--- config.mk ---
export PLATFORM = sky130hd
export DESIGN_NAME = sprite_attr_arbiter
export DESIGN_NICKNAME = d
export VERILOG_FILES = /design/src/rtl/sprite_attr_arbiter.sv
export SDC_FILE = /design/constraint.sdc
export NUM_CORES = 1
export LEC_CHECK = 0
export CAP_MARGIN = 20
export CORE_MARGIN = 2
export CORE_UTILIZATION = 45
export DETAILED_ROUTE_END_ITERATION = 8
export GPL_TIMING_DRIVEN = 1
export PLACE_DENSITY = 0.79
export SYNTH_ARGS = -nofsm -noshare
export SYNTH_HDL_FRONTEND = slang
export SYNTH_SLANG_ARGS = --single-unit
export TNS_END_PERCENT = 50
--- constraint.sdc ---
create_clock -name clock_i -period 2.8 [get_ports clock_i]
set_input_delay 0.7 -clock clock_i [delete_from_list [all_inputs] [get_ports clock_i]]
set_output_delay 0.7 -clock clock_i [all_outputs]
set_load 0.03 [all_outputs]
--- src/rtl/sprite_attr_arbiter.sv ---
// Sprite attribute RAM arbiter: per-line sprite fetch for the render path,
// plus host attribute writes buffered in a FIFO and applied only in vblank
// so sprite attributes change atomically per frame.
module sprite_attr_arbiter #(
    parameter int unsigned NUM_SPRITES = 8,
    parameter int unsigned ATTR_W      = 32,
    parameter int unsigned FIFO_DEPTH  = 4,
    parameter int unsigned H_ACTIVE    = 1024,
    parameter int unsigned V_ACTIVE    = 768,
    parameter int unsigned V_TOTAL     = 806,
    localparam int unsigned IDX_W      = $clog2(NUM_SPRITES)
) (
    input  logic              clock_i,
    input  logic              reset_i,
    input  logic [12:0]       x_i,
    input  logic [12:0]       y_i,
    input  logic              host_wr_valid_i,
    output logic              host_wr_ready_o,
    input  logic [IDX_W-1:0]  host_wr_idx_i,
    input  logic [ATTR_W-1:0] host_wr_data_i,
    output logic              ram_en_o,
    output logic              ram_we_o,
    output logic [IDX_W-1:0]  ram_addr_o,
    output logic [ATTR_W-1:0] ram_wdata_o,
    input  logic [ATTR_W-1:0] ram_rdata_i,
    output logic              line_attr_valid_o,
    output logic [IDX_W-1:0]  line_attr_idx_o,
    output logic [ATTR_W-1:0] line_attr_data_o,
    output logic              frame_commit_o
);

    localparam int unsigned PTR_W = $clog2(FIFO_DEPTH);
    localparam int unsigned CNT_W = PTR_W + 1;

    localparam logic [12:0]      H_TRIG   = 13'(H_ACTIVE);
    localparam logic [12:0]      V_ACT    = 13'(V_ACTIVE);
    localparam logic [12:0]      V_PRE    = 13'(V_ACTIVE - 1);
    localparam logic [12:0]      V_LAST   = 13'(V_TOTAL - 1);
    localparam logic [IDX_W-1:0] LAST_IDX = IDX_W'(NUM_SPRITES - 1);
    localparam logic [CNT_W-1:0] FULL_CNT = CNT_W'(FIFO_DEPTH);

    typedef enum logic [1:0] {
        S_IDLE  = 2'd0,
        S_FETCH = 2'd1,
        S_DRAIN = 2'd2
    } state_t;

    state_t state_q;

    // Host write FIFO storage and pointers
    logic [IDX_W-1:0]  fifo_idx_q  [FIFO_DEPTH];
    logic [ATTR_W-1:0] fifo_data_q [FIFO_DEPTH];
    logic [PTR_W-1:0]  wr_ptr_q;
    logic [PTR_W-1:0]  rd_ptr_q;
    logic [CNT_W-1:0]  count_q;

    logic              ram_en_q;
    logic              ram_we_q;
    logic [IDX_W-1:0]  ram_addr_q;
    logic [ATTR_W-1:0] ram_wdata_q;
    logic              line_valid_q;
    logic [IDX_W-1:0]  line_idx_q;
    logic              commit_q;
    logic              commit_done_q;

    logic fifo_empty_c;
    logic fifo_full_c;
    logic push_c;
    logic pop_c;
    logic trigger_c;
    logic vblank_c;
    logic drain_zone_c;

    // Beam decode: fetch trigger on the line before each visible line
    always_comb begin
        trigger_c    = (x_i == H_TRIG) && ((y_i < V_PRE) || (y_i == V_LAST));
        vblank_c     = (y_i >= V_ACT);
        drain_zone_c = vblank_c && (y_i < V_LAST);
    end

    // FIFO status and handshake; a pop never frees a slot for the same-cycle push
    always_comb begin
        fifo_empty_c    = (count_q == '0);
        fifo_full_c     = (count_q == FULL_CNT);
        host_wr_ready_o = !fifo_full_c && !reset_i;
        push_c          = host_wr_valid_i && host_wr_ready_o;
        pop_c           = (state_q != S_FETCH) && drain_zone_c && !fifo_empty_c && !trigger_c;
    end

    // FIFO entry storage (no reset needed, guarded by count)
    always_ff @(posedge clock_i) begin
        if (push_c) begin
            fifo_idx_q[wr_ptr_q]  <= host_wr_idx_i;
            fifo_data_q[wr_ptr_q] <= host_wr_data_i;
        end
    end

    // FIFO pointers and occupancy; reset discards all pending writes
    always_ff @(posedge clock_i) begin
        if (reset_i) begin
            wr_ptr_q <= '0;
            rd_ptr_q <= '0;
            count_q  <= '0;
        end else begin
            if (push_c) begin
                wr_ptr_q <= wr_ptr_q + PTR_W'(1);
            end
            if (pop_c) begin
                rd_ptr_q <= rd_ptr_q + PTR_W'(1);
            end
            count_q <= count_q + CNT_W'(push_c) - CNT_W'(pop_c);
        end
    end

    // Arbiter FSM with registered RAM port; the fetch trigger beats draining
    always_ff @(posedge clock_i) begin
        if (reset_i) begin
            state_q     <= S_IDLE;
            ram_en_q    <= 1'b0;
            ram_we_q    <= 1'b0;
            ram_addr_q  <= '0;
            ram_wdata_q <= '0;
        end else begin
            ram_en_q <= 1'b0;
            ram_we_q <= 1'b0;
            case (state_q)
                S_IDLE, S_DRAIN: begin
                    if (trigger_c) begin
                        state_q    <= S_FETCH;
                        ram_en_q   <= 1'b1;
                        ram_addr_q <= '0;
                    end else if (pop_c) begin
                        state_q     <= S_DRAIN;
                        ram_en_q    <= 1'b1;
                        ram_we_q    <= 1'b1;
                        ram_addr_q  <= fifo_idx_q[rd_ptr_q];
                        ram_wdata_q <= fifo_data_q[rd_ptr_q];
                    end else begin
                        state_q <= S_IDLE;
                    end
                end
                S_FETCH: begin
                    if (ram_addr_q == LAST_IDX) begin
                        state_q <= S_IDLE;
                    end else begin
                        ram_en_q   <= 1'b1;
                        ram_addr_q <= ram_addr_q + IDX_W'(1);
                    end
                end
                default: begin
                    state_q <= S_IDLE;
                end
            endcase
        end
    end

    // Line attribute valid/index track the read issued one cycle earlier
    always_ff @(posedge clock_i) begin
        if (reset_i) begin
            line_valid_q <= 1'b0;
            line_idx_q   <= '0;
        end else begin
            line_valid_q <= ram_en_q && !ram_we_q;
            if (ram_en_q && !ram_we_q) begin
                line_idx_q <= ram_addr_q;
            end
        end
    end

    // Once-per-frame commit pulse when the FIFO is first seen empty in vblank
    always_ff @(posedge clock_i) begin
        if (reset_i) begin
            commit_q      <= 1'b0;
            commit_done_q <= 1'b0;
        end else begin
            commit_q <= vblank_c && fifo_empty_c && !commit_done_q;
            if (!vblank_c) begin
                commit_done_q <= 1'b0;
            end else if (fifo_empty_c) begin
                commit_done_q <= 1'b1;
            end
        end
    end

    assign ram_en_o          = ram_en_q;
    assign ram_we_o          = ram_we_q;
    assign ram_addr_o        = ram_addr_q;
    assign ram_wdata_o       = ram_wdata_q;
    assign line_attr_valid_o = line_valid_q;
    assign line_attr_idx_o   = line_idx_q;
    assign line_attr_data_o  = line_valid_q ? ram_rdata_i : '0;
    assign frame_commit_o    = commit_q;

endmodule

# Word-level counts from Yosys, hierarchy flattened
# Memories as Yosys holds them, arrays and structs flattened. A register that Yosys moved wholly into a read port is not among the register bits.
# Index checks and enable logic that the tools add are counted.
[word_totals] ramBits=140 n_memories=2 register_bits=20 out_inout_bits=75
[classes] n_eq_ne=10 mux=17 bitwise=3 reduce_logical=25 add_sub_neg=5 n_lt_le_gt_ge=3
[memory_table] name="fifo_data_q" depth=4 word_bits=32 read_ports=1 rd_clocked_by_memory_dff=1 wr=1 line="52" rtl="logic [ATTR_W-1:0] fifo_data_q [FIFO_DEPTH];"
[memory_table] name="fifo_idx_q" depth=4 word_bits=3 read_ports=1 rd_clocked_by_memory_dff=1 wr=1 line="51" rtl="logic [IDX_W-1:0] fifo_idx_q [FIFO_DEPTH];"
[op_table] operator="32-bit two-way mux" n=1
[op_table] operator="13-bit by 10-bit less-than comparator with 1-bit output, second input constant" n=2
[op_table] operator="13-bit by 10-bit == test with 1-bit output, second input constant" n=1
[op_table] operator="13-bit by 11-bit == test with 1-bit output, second input constant" n=1
[op_table] operator="13-bit by 10-bit greater-or-equal comparator with 1-bit output, second input constant" n=1
[op_table] operator="1-bit logical AND" n=10
[op_table] operator="2-bit two-way mux" n=5
[op_table] operator="3-bit two-way mux" n=3
[op_table] operator="3-bit == test, second input constant" n=2
[op_table] operator="1-bit zero test" n=6
[op_table] operator="3-bit case mux with 2 select lines" n=1
[op_table] operator="3-bit AND reduction" n=2
[op_table] operator="1-bit two-way mux" n=5
[op_table] operator="2-bit by 1-bit adder with 2-bit output, second input constant" n=2
[op_table] operator="2-bit != test, second input constant" n=2
[op_table] operator="2-bit case mux with 2 select lines" n=1
[op_table] operator="2-bit OR reduction" n=2
[op_table] operator="3-bit by 1-bit adder with 3-bit output" n=1
[op_table] operator="3-bit by 1-bit adder with 3-bit output, second input constant" n=1
[op_table] operator="3-bit zero test" n=1
[op_table] operator="3-bit != test, second input constant" n=1
[op_table] operator="1-bit inverter" n=3
[op_table] operator="3-bit OR reduction" n=1
[op_table] operator="3-bit by 1-bit subtractor with 3-bit output" n=1
[op_table] operator="7 further kinds" n=7

# Depth between registers and ports, before layout
# Gate-level depths: netlist of the first run.
[logic_depth] ltp_word=8 mapped_depth=12 depth_no_buf=12

# Worst setup path after synthesis of the first run
# No wires, ideal clock.
[synth_timing] path_kind="input-to-reg" from="in reset_i" to="reg count_q[2]" t_arrival_ns=2.998 cell_stages=12 slack_ns=-0.326 setup_time_ns=0.128 n_path_buf=1 t_required_ns=2.672 path_cell_list="clkbuf_1 > a21oi_1 > and2_1 > inv_1 > ha_1 > inv_1 > ha_1 > inv_1 > fa_1 > xor2_1 > xnor2_1 > nor2_1"
[synth_via] elab_chain_len=5
[synth_lines] item="start, declared" line="14" rtl="input logic reset_i,"
[synth_lines] item="1-bit zero test" line="85" rtl="host_wr_ready_o = !fifo_full_c && !reset_i;"
[synth_lines] item="1-bit logical AND" line="85"
[synth_lines] item="named net host_wr_ready_o" line="18" rtl="output logic host_wr_ready_o,"
[synth_lines] item="1-bit logical AND" line="86" rtl="push_c = host_wr_valid_i && host_wr_ready_o;"
[synth_lines] item="3-bit by 1-bit adder with 3-bit output" line="111" rtl="count_q <= count_q + CNT_W'(push_c) - CNT_W'(pop_c);"
[synth_lines] item="3-bit by 1-bit subtractor with 3-bit output" line="111"
[synth_lines] item="end signal, assigned" line="111"
[synth_lines] item="end, declared" line="55" rtl="logic [CNT_W-1:0] count_q;"
# The timed path passes the listed nets, and every way through them passes these cells.
# A chain may end at the register's enable or synchronous reset.

# Worst setup path in the final report of the first run
[layout_timing] from="in ram_rdata_i[9]" to="out line_attr_data_o[9]"
[layout_via] elab_chain_len=1
[layout_lines] item="start, declared" line="25" rtl="input logic [ATTR_W-1:0] ram_rdata_i,"
[layout_lines] item="32-bit two-way mux" line="191" rtl="assign line_attr_data_o = line_valid_q ? ram_rdata_i : '0;"
[layout_lines] item="end, declared" line="28" rtl="output logic [ATTR_W-1:0] line_attr_data_o,"
# Every way passes these cells.

==> results of run 1 <==
==> cell families after synthesis <==
logic type | share of synthesized area, %
buf+inv | 1.96
xor+xnor | 0.582
simple gates | 9.89
flops | 70.2
fa+ha+maj | 1.60
compound gates | 4.27
mux | 11.5
==> per-stage QoR <==
step | utilization, % | setup TNS [ns]
2_1_floorplan | - | 0
3_3_place_gp | 58.9 | -0.700
3_5_place_dp | 58.9 | -0.758
4_1_cts | 62.6 | 0
5_1_grt | 62.9 | 0
6_report | 62.9 | 0
==> power by group <==
part	switching (uW)	internal (uW)
clock network	1050	1350
logic	165	214
registers	23.9	3150
==> worst min path at each step <==
| stage | depth (start not counted) | slack (ns) | end | start |
|---|---|---|---|---|
| 6_report | 2 | 0.45 | ram_wdata_o[15] | ram_wdata_o[15] |
| 3_5_place_dp | 2 | 0.45 | ram_wdata_o[15] | ram_wdata_o[15] |
| 2_1_floorplan | 1 | 0.41 | frame_commit_o | commit_done_q |
| 5_1_grt | 2 | 0.48 | ram_wdata_o[9] | ram_wdata_o[9] |
| 3_3_place_gp | 2 | 0.45 | ram_wdata_o[8] | ram_wdata_o[8] |
| 4_1_cts | 2 | 0.45 | ram_wdata_o[15] | ram_wdata_o[15] |
==> Yosys cell counts, drive strengths merged, types with 3 or more instances <==
master,number
nand3,4
a2111oi,3
mux4,35
and3,4
clkbuf,13
edfxtp,140
buf,12
and2,33
nor2,20
a21oi,35
nand2,70
ha,8
dfxtp,54
mux2i,8
inv,8
xnor2,3
nor4,3
nor2b,4
==> flip-flops by register name, indices dropped and copies added, names as in the netlist, 2 cells and up, named ones only <==
signal and cells:
ram_addr_o 3, fifo_idx_q 12, fifo_data_q 128, ram_wdata_o 32, count_q 3, rd_ptr_q 2
state_q 2, line_attr_idx_o 3, wr_ptr_q 2
==> critical path: cells and delay by family <==
kind,cells,cell delay [ns]
buf+inv,2,1.14
simple gates,1,0.16
==> final cells by class <==
type	count	share of cell area [%]
Clock buffer	18	4.24
Clock inverter	14	1.49
Inverter	8	0.290
Multi-Input combinational cell	250	20.6
Sequential cell	194	51.1
Tap cell	220	2.66
Timing Repair Buffer	198	19.7
==> per-layer routing <==
metal  global-route usage [%]  wire length (um)
met1                     21.2              6150
met3                     5.02              1160
met4                     7.98               340
met5                        0                 0
met2                     35.8              8960
==> what timing repair did <==
action,in CTS,in global routing
buffers inserted,0,1
hold buffers,0,0
setup endpoints to repair,1,1
gates resized for setup,1,16
pin swaps,1,9
==> flow_metrics.py, run 1 <==
metrics = {
    "outcome": {
        "status": "completed",
    },
    "critical_path": {
        "critical_path.endpoint": "line_attr_data_o[9]",
        "cp_slowest_cell": "clkdlybuf4s50_1",
        "r2r_setup_slack_ns": 0.41,
        "r2r-start": "state_q[0]",
        "cp_slowest_stage_delay_ns": 0.68,
        "cp_data_arrival_time_ns": 2.00,
        "crit_path_start_kind": "primary input",
        "critPathKind": "primary input to output pin",
        "path_cells": "clkdlybuf4s50_1 -> and2_1 -> clkdlybuf4s50_1",
        "reg2reg_to": "count_q[2]",
        "critPathRequiredTime_ns": 2.10,
        "cp_common_cell": "clkdlybuf4s50_1",
        "r2r_cells": 11,
        "crit_start": "ram_rdata_i[9]",
        "end_kind": "output pin",
        "worst-path-max-fanout": 1,
    },
    "grt": {
        "grt_start_max_net_pins": 54,
        "grt_pass1_vias": 5013,
        "track_usage_pct": 19.4,
        "antenna_found_initial": 0,
        "grt_pass1_wl_um": 26100,
        "grt.overflow.total": 0,
    },
    "power": {
        "ir_drop_mv": 0.421,
        "finalPower_uw": 5960,
        "p_leak_uw": 0.00353,
        "powerDensity_mw_per_mm2": 575,
    },
    "final_layout": {
        "drive_above_1_share_pct": 17.3,
        "final_area_sq_mm": 0.0104,
        "multiInputGateArea_sq_mm": 0.00213,
        "nNetsFinal": 774,
        "n_antenna_cell": 0,
        "areaGrowthSynthToFinish_pct": 37.5,
        "seq_area_sq_mm": 0.00529,
        "nFillCells": 1159,
        "stdcell_count": 902,
        "final_common_cell": "clkdlybuf4s50_1",
        "final_cell_mix": "clkdlybuf4s50_1, edfxtp_1, nand2_1",
    },
    "yosys": {
        "synth_fp_nets": 582,
        "syn_area_per_cell_sq_um": 15.8,
        "yosysTopAreaCellShare_pct": 55.8,
        "ys_seq_area_share_pct": 70.2,
        "netlist_instances": 477,
        "async_flop_share_pct": 0,
        "ys_seq_elements": 194,
        "synth_top_area_cell": "edfxtp_1",
        "synth_ff_type": "edfxtp_1",
        "yosys_warnings": 0,
        "synth.distinct_cells": 43,
        "syn_area_sq_mm": 0.00753,
        "synth.area.top_cells": "edfxtp_1, dfxtp_1, mux4_2, nand2_1, and2_1",
        "synth-edff-count": 140,
    },
    "drt": {
        "drtAntennaViolNets": 0,
        "drtIter0Drc": 224,
        "drtPass1Iterations": 4,
        "wl_per_cell_um": 18.4,
        "routed_wl_um": 16600,
        "vias": 4706,
        "avgViaCountPerCell": 5.22,
        "drc": 0,
    },
    "placed_design": {
        "port-buffer-count": 170,
        "gp_congestion": 0.827,
        "hpwl_um": 10700,
        "post-place-ws_ns": -0.486,
        "dp_cells": 869,
        "place_area_sq_mm": 0.00970,
    },
    "cts": {
        "cts.sinks": 194,
        "cts_buffer_depth": 2,
        "htreeDepth": 4,
        "clk_pin_slew_worst_paths_ns": 0.06,
        "clk_latency_ns": 0.44,
        "root_buffer": "clkbuf_16",
        "numCtsBuffers": 17,
        "cts_tree": "done",
    },
    "die": {
        "dieArea_sq_mm": 0.0178,
        "coreArea_sq_mm": 0.0165,
        "die_y_um": 133,
        "fp.dieW_um": 133,
        "io_pins": 171,
        "rows": 47,
        "initial_core_util_pct": 45.7,
    },
    "run": {
        "cap_violations": 0,
    },
    "timing": {
        "max_slew_margin_pct": 37.9,
        "fmax_ghz": 0.371,
        "rsz0062_at_grt": "false",
        "worstMarginPinSlew_ns": 0.932,
        "holdWs_ns": 0.454,
        "finalCriticalPeriod_ns": 2.70,
        "setup_viol": 0,
        "post-route-period-util_pct": 96.3,
        "drv_slew": 0,
        "setup_slack_ns": 0.103,
        "skew_ns": 0.0155,
        "hold_viol_final": 0,
    },
    "hold_path": {
        "hp-class": "flop to flop",
    },
}
No activity file was read; power rests on OpenSTA's default activity.
==> inputs of run 2 (changes only) <==
--- a/config.mk
+++ b/config.mk
@@ -10,7 +10,7 @@
 export CORE_UTILIZATION = 45
 export DETAILED_ROUTE_END_ITERATION = 8
 export GPL_TIMING_DRIVEN = 1
-export PLACE_DENSITY = 0.79
+export PLACE_DENSITY = 0.76
 export SYNTH_ARGS = -nofsm -noshare
 export SYNTH_HDL_FRONTEND = slang
 export SYNTH_SLANG_ARGS = --single-unit
==> flow_metrics.py, run 2 (synthesis results as in run 1) <==
metrics = {
    "outcome": {
        "status": "completed",
    },
    "critical_path": {
        "cp_slowest_cell": "clkdlybuf4s50_1",
        "critPathKind": "primary input to output pin",
        "r2r-start": "state_q[0]",
        "worst-path-max-fanout": 1,
        "cp_common_cell": "clkdlybuf4s50_1",
        "cp_slowest_stage_delay_ns": 0.68,
        "end_kind": "output pin",
        "cp_data_arrival_time_ns": 1.98,
        "crit_path_start_kind": "primary input",
        "path_cells": "clkdlybuf4s50_1 -> and2_1 -> clkdlybuf4s50_1",
        "critPathRequiredTime_ns": 2.10,
        "crit_start": "ram_rdata_i[5]",
    },
    "timing": {
        "post-route-period-util_pct": 95.6,
        "max_slew_margin_pct": 58.6,
        "skew_ns": 0.0149,
        "drv_slew": 0,
        "worstMarginPinSlew_ns": 0.605,
        "setup_viol": 0,
        "rsz0062_at_grt": "false",
        "hold_viol_final": 0,
        "fmax_ghz": 0.373,
        "finalCriticalPeriod_ns": 2.68,
        "holdWs_ns": 0.455,
    },
    "final_layout": {
        "nNetsFinal": 773,
        "stdcell_count": 901,
        "max_flop_register": "fifo_data_q",
        "final_cell_mix": "clkdlybuf4s50_1, edfxtp_1, nand2_1",
        "fin_util_pct": 62.6,
        "areaGrowthSynthToFinish_pct": 36.8,
        "final_area_sq_mm": 0.0103,
        "n_antenna_cell": 0,
        "drive_above_1_share_pct": 17.3,
        "final_common_cell": "clkdlybuf4s50_1",
        "largest_register_ffs": 128,
    },
    "power": {
        "powerDensity_mw_per_mm2": 564,
        "p_int_uw": 4630,
        "ir_drop_mv": 0.403,
        "clkPwrFrac_pct": 38.9,
        "seqPwrFrac_pct": 54.7,
        "p_comb_share_pct": 6.4,
        "p_leak_uw": 0.00346,
        "swShare_pct": 20.3,
        "power.switching_uw": 1180,
    },
    "placed_design": {
        "gp_congestion": 0.794,
        "hpwl_um": 10900,
        "port-buffer-count": 170,
        "dp_cells": 867,
        "place_area_sq_mm": 0.00971,
    },
    "die": {
        "rows": 47,
        "fp.dieW_um": 133,
        "coreArea_sq_mm": 0.0165,
        "die_y_um": 133,
        "dieArea_sq_mm": 0.0178,
        "initial_core_util_pct": 45.7,
        "io_pins": 171,
    },
    "cts": {
        "root_buffer": "clkbuf_16",
        "cts.sinks": 194,
        "clk_pin_slew_worst_paths_ns": 0.06,
        "htreeDepth": 4,
        "numCtsBuffers": 17,
        "clk_latency_ns": 0.43,
        "cts_tree": "done",
        "ctsHoldBuffers": 0,
        "cts_buffer_depth": 2,
    },
    "grt": {
        "grt_pass1_wl_um": 26200,
        "grt_start_max_net_pins": 54,
        "track_usage_pct": 19.6,
        "antenna_found_initial": 0,
        "grt_pass1_vias": 5040,
        "grt.overflow.total": 0,
    },
    "drt": {
        "drtPass1Iterations": 4,
        "wl_per_cell_um": 18.6,
        "vias": 4653,
        "drc": 0,
        "drtAntennaViolNets": 0,
        "routed_wl_um": 16800,
        "drtIter0Drc": 161,
        "avgViaCountPerCell": 5.16,
    },
    "run": {
        "cap_violations": 0,
    },
    "hold_path": {
        "min_from": "ram_wdata_o[31]",
        "hp-class": "flop to flop",
    },
}
## run 2: area by class of cell
class / instances / area [sq um]
clock inverters: 9 / 85.1
clock buffers: 23 / 468
fillers: 1202 / 6160
well taps: 220 / 275
flip-flops and latches: 194 / 5290
multi-input cells: 250 / 2140
inverters: 8 / 30.0
repair buffers: 197 / 2020
## run 2: per-stage QoR
step | total power [uW] | setup slack (ns) | TNS [ns]
2_1_floorplan | 3370 | 0.0365 | 0
3_3_place_gp | 3600 | -0.568 | -0.951
3_5_place_dp | 3610 | -0.703 | -1.25
4_1_cts | 5870 | 0.0346 | 0
5_1_grt | 6010 | 0.0166 | 0
6_report | 5810 | 0.123 | 0
## run 2: metal layers
metal	track usage, %	vias to the layer above	routed length, um
met4	6.80	0	210
met2	36.1	169	9040
met5	0	-	0
met3	6.16	15	1230
li1	-	2157	-
met1	21.5	2312	6290
## run 2: power by group through the flow
stage / logic, uW / registers (uW) / clock network [uW]
after floorplan: 127 / 3240 / 0
after global placement: 362 / 3230 / 0
after detailed placement: 373 / 3240 / 0
after CTS: 378 / 3180 / 2310
after global routing: 405 / 3180 / 2420
final: 374 / 3180 / 2260
## run 2: critical path: cells and delay by family
| family | cells | cell delay, ns |
|---|---|---|
| buf+inv | 2 | 1.13 |
| simple gates | 1 | 0.14 |
## run 2: final timing paths
kind | end | slack (ns) | depth (start not counted)
worst max register to register | count_q[2] | 0.32 | 11
worst max-delay path | line_attr_data_o[5] | 0.12 | 3
worst min register to register | ram_wdata_o[31] | 0.46 | 2
worst min-delay path | ram_wdata_o[31] | 0.46 | 2
## run 2: what timing repair did
action	CTS	global route
setup endpoints to repair	2	1
buffers inserted	0	2
pin swaps	2	5
gates resized for setup	4	11
==> inputs of run 3 (changes only) <==
--- a/config.mk
+++ b/config.mk
@@ -6,7 +6,7 @@
 export NUM_CORES = 1
 export LEC_CHECK = 0
 export CAP_MARGIN = 20
-export CORE_MARGIN = 2
+export CORE_MARGIN = 3
 export CORE_UTILIZATION = 45
 export DETAILED_ROUTE_END_ITERATION = 8
 export GPL_TIMING_DRIVEN = 1
==> flow_metrics.py, run 3 (synthesis results as in run 1) <==
metrics = {
    "final_layout": {
        "seq_area_sq_mm": 0.00529,
        "final_cell_mix": "clkdlybuf4s50_1, edfxtp_1, nand2_1",
        "max_flop_register": "fifo_data_q",
        "final_common_cell": "clkdlybuf4s50_1",
        "final_area_sq_mm": 0.0103,
        "largest_register_ffs": 128,
        "fin_util_pct": 64.1,
        "stdcell_count": 899,
        "nNetsFinal": 775,
        "n_antenna_cell": 0,
        "multiInputGateArea_sq_mm": 0.00213,
        "nFillCells": 1177,
        "drive_above_1_share_pct": 17.9,
        "areaGrowthSynthToFinish_pct": 37.2,
    },
    "timing": {
        "worstMarginPinSlew_ns": 0.904,
        "fmax_ghz": 0.371,
        "hold_viol_final": 0,
        "post-route-period-util_pct": 96.3,
        "skew_ns": 0.0118,
        "holdWs_ns": 0.454,
        "setup_viol": 0,
        "setup_tns_ns": 0,
        "finalCriticalPeriod_ns": 2.70,
        "max_slew_margin_pct": 39.7,
        "drv_slew": 0,
    },
    "critical_path": {
        "cp_data_arrival_time_ns": 2.00,
        "crit_path_start_kind": "primary input",
        "critPathKind": "primary input to output pin",
        "critPathRequiredTime_ns": 2.10,
        "r2r_setup_slack_ns": 0.40,
        "end_kind": "output pin",
        "r2r_cells": 12,
        "reg2reg_to": "count_q[2]",
        "r2r-start": "count_q[1]",
        "worst-path-max-fanout": 1,
    },
    "cts": {
        "cts.sinks": 194,
        "ctsHoldBuffers": 0,
        "cts_tree": "done",
        "root_buffer": "clkbuf_16",
        "htreeDepth": 4,
        "numCtsBuffers": 17,
        "clk_latency_ns": 0.43,
        "cts_buffer_depth": 2,
        "clk_pin_slew_worst_paths_ns": 0.06,
    },
    "die": {
        "coreArea_sq_mm": 0.0161,
        "io_pins": 171,
        "initial_core_util_pct": 46.7,
        "rows": 46,
        "dieArea_sq_mm": 0.0183,
        "die_y_um": 135,
        "fp.dieW_um": 135,
    },
    "grt": {
        "use_met1_pct": 19.8,
        "track_usage_pct": 18.4,
        "grt.busiest_layer": "met2",
        "grt_pass1_wl_um": 25400,
        "grt.overflow.total": 0,
        "grt_start_max_net_pins": 54,
        "antenna_found_initial": 1,
        "met3_usage_pct": 5.31,
        "grt_pass1_vias": 4957,
        "grtUsageMet2_pct": 33.9,
    },
    "run": {
        "cap_violations": 0,
    },
    "drt": {
        "drtAntennaViolNets": 0,
        "drtPass1Iterations": 4,
        "drtIter0Drc": 143,
        "drc": 0,
        "wl_per_cell_um": 18.3,
        "vias": 4672,
        "avgViaCountPerCell": 5.20,
        "routed_wl_um": 16400,
    },
    "power": {
        "p_leak_uw": 0.00350,
        "seqPwrFrac_pct": 54.6,
        "powerDensity_mw_per_mm2": 563,
        "clkPwrFrac_pct": 39.1,
        "swShare_pct": 20.3,
        "p_comb_share_pct": 6.3,
        "power.switching_uw": 1180,
        "p_int_uw": 4630,
        "ir_drop_mv": 0.478,
    },
    "placed_design": {
        "hpwl_um": 11100,
        "place_area_sq_mm": 0.00972,
        "dp_cells": 866,
        "gp_congestion": 0.783,
        "port-buffer-count": 170,
    },
    "hold_path": {
        "hold_depth": 2,
        "min_from": "ram_wdata_o[26]",
        "hp-class": "flop to flop",
        "holdPathEnd": "ram_wdata_o[26]",
    },
    "outcome": {
        "status": "completed",
    },
}
run 3: cell count changes in the layout (fill, tap and decap cells not counted), moves of 2 or more:
cell	delta
clkinv_2	-3
buf_4	+4
clkdlybuf4s50_1	-2
clkinvlp_4	-3
dlymetal6s2s_1	+2
clkinv_4	+5
run 3: how the worst max path moves through the flow:
stage	from	slack, ns	depth (start not counted)	endpoint
after floorplan	reset_i	0.04	12	count_q[2]
after global placement	y_i[0]	-0.38	12	count_q[2]
after detailed placement	y_i[0]	-0.44	12	count_q[2]
after CTS	y_i[0]	0.01	12	count_q[2]
after global routing	y_i[3]	-0.0004	12	count_q[2]
final	ram_rdata_i[8]	0.10	3	line_attr_data_o[8]
run 3: power by group through the flow:
stage / logic [uW] / registers, uW / clock network, uW
finish: 367 / 3180 / 2270
global route: 398 / 3180 / 2440
CTS: 371 / 3180 / 2320
detailed placement: 370 / 3240 / 0
global placement: 356 / 3230 / 0
floorplan: 127 / 3240 / 0
run 3: per-stage QoR:
stage	power [uW]	setup WS [ns]
finish	5820	0.103
global route	6020	-0.000444
CTS	5870	0.0107
detailed placement	3610	-0.437
global placement	3590	-0.381
floorplan	3370	0.0365
run 3: per-layer routing:
| metal | share of wire, % | up-vias |
|---|---|---|
| li1 | - | 2159 |
| met1 | 37 | 2284 |
| met2 | 53 | 203 |
| met3 | 8.3 | 24 |
| met4 | 1.7 | 2 |
| met5 | 0.079 | - |
run 3: critical path, stage by stage:
cell and delay, ns:
clkdlybuf4s50_1 0.46, and2_1 0.16, clkdlybuf4s50_1 0.68
run 3: what timing repair did:
item | 4_1_cts | 5_1_grt
setup buffers | 0 | 1
gates resized for setup | 0 | 12
endpoints found under the hold margin | 0 | 0
endpoints found under the setup margin | 0 | 1
run 3: final cells by class:
type / instances / area share (%)
Clock inverter: 8 / 0.654
Timing Repair Buffer: 199 / 19.8
Clock buffer: 24 / 4.87
Sequential cell: 194 / 51.2
Tap cell: 216 / 2.62
Inverter: 8 / 0.291
Multi-Input combinational cell: 250 / 20.6
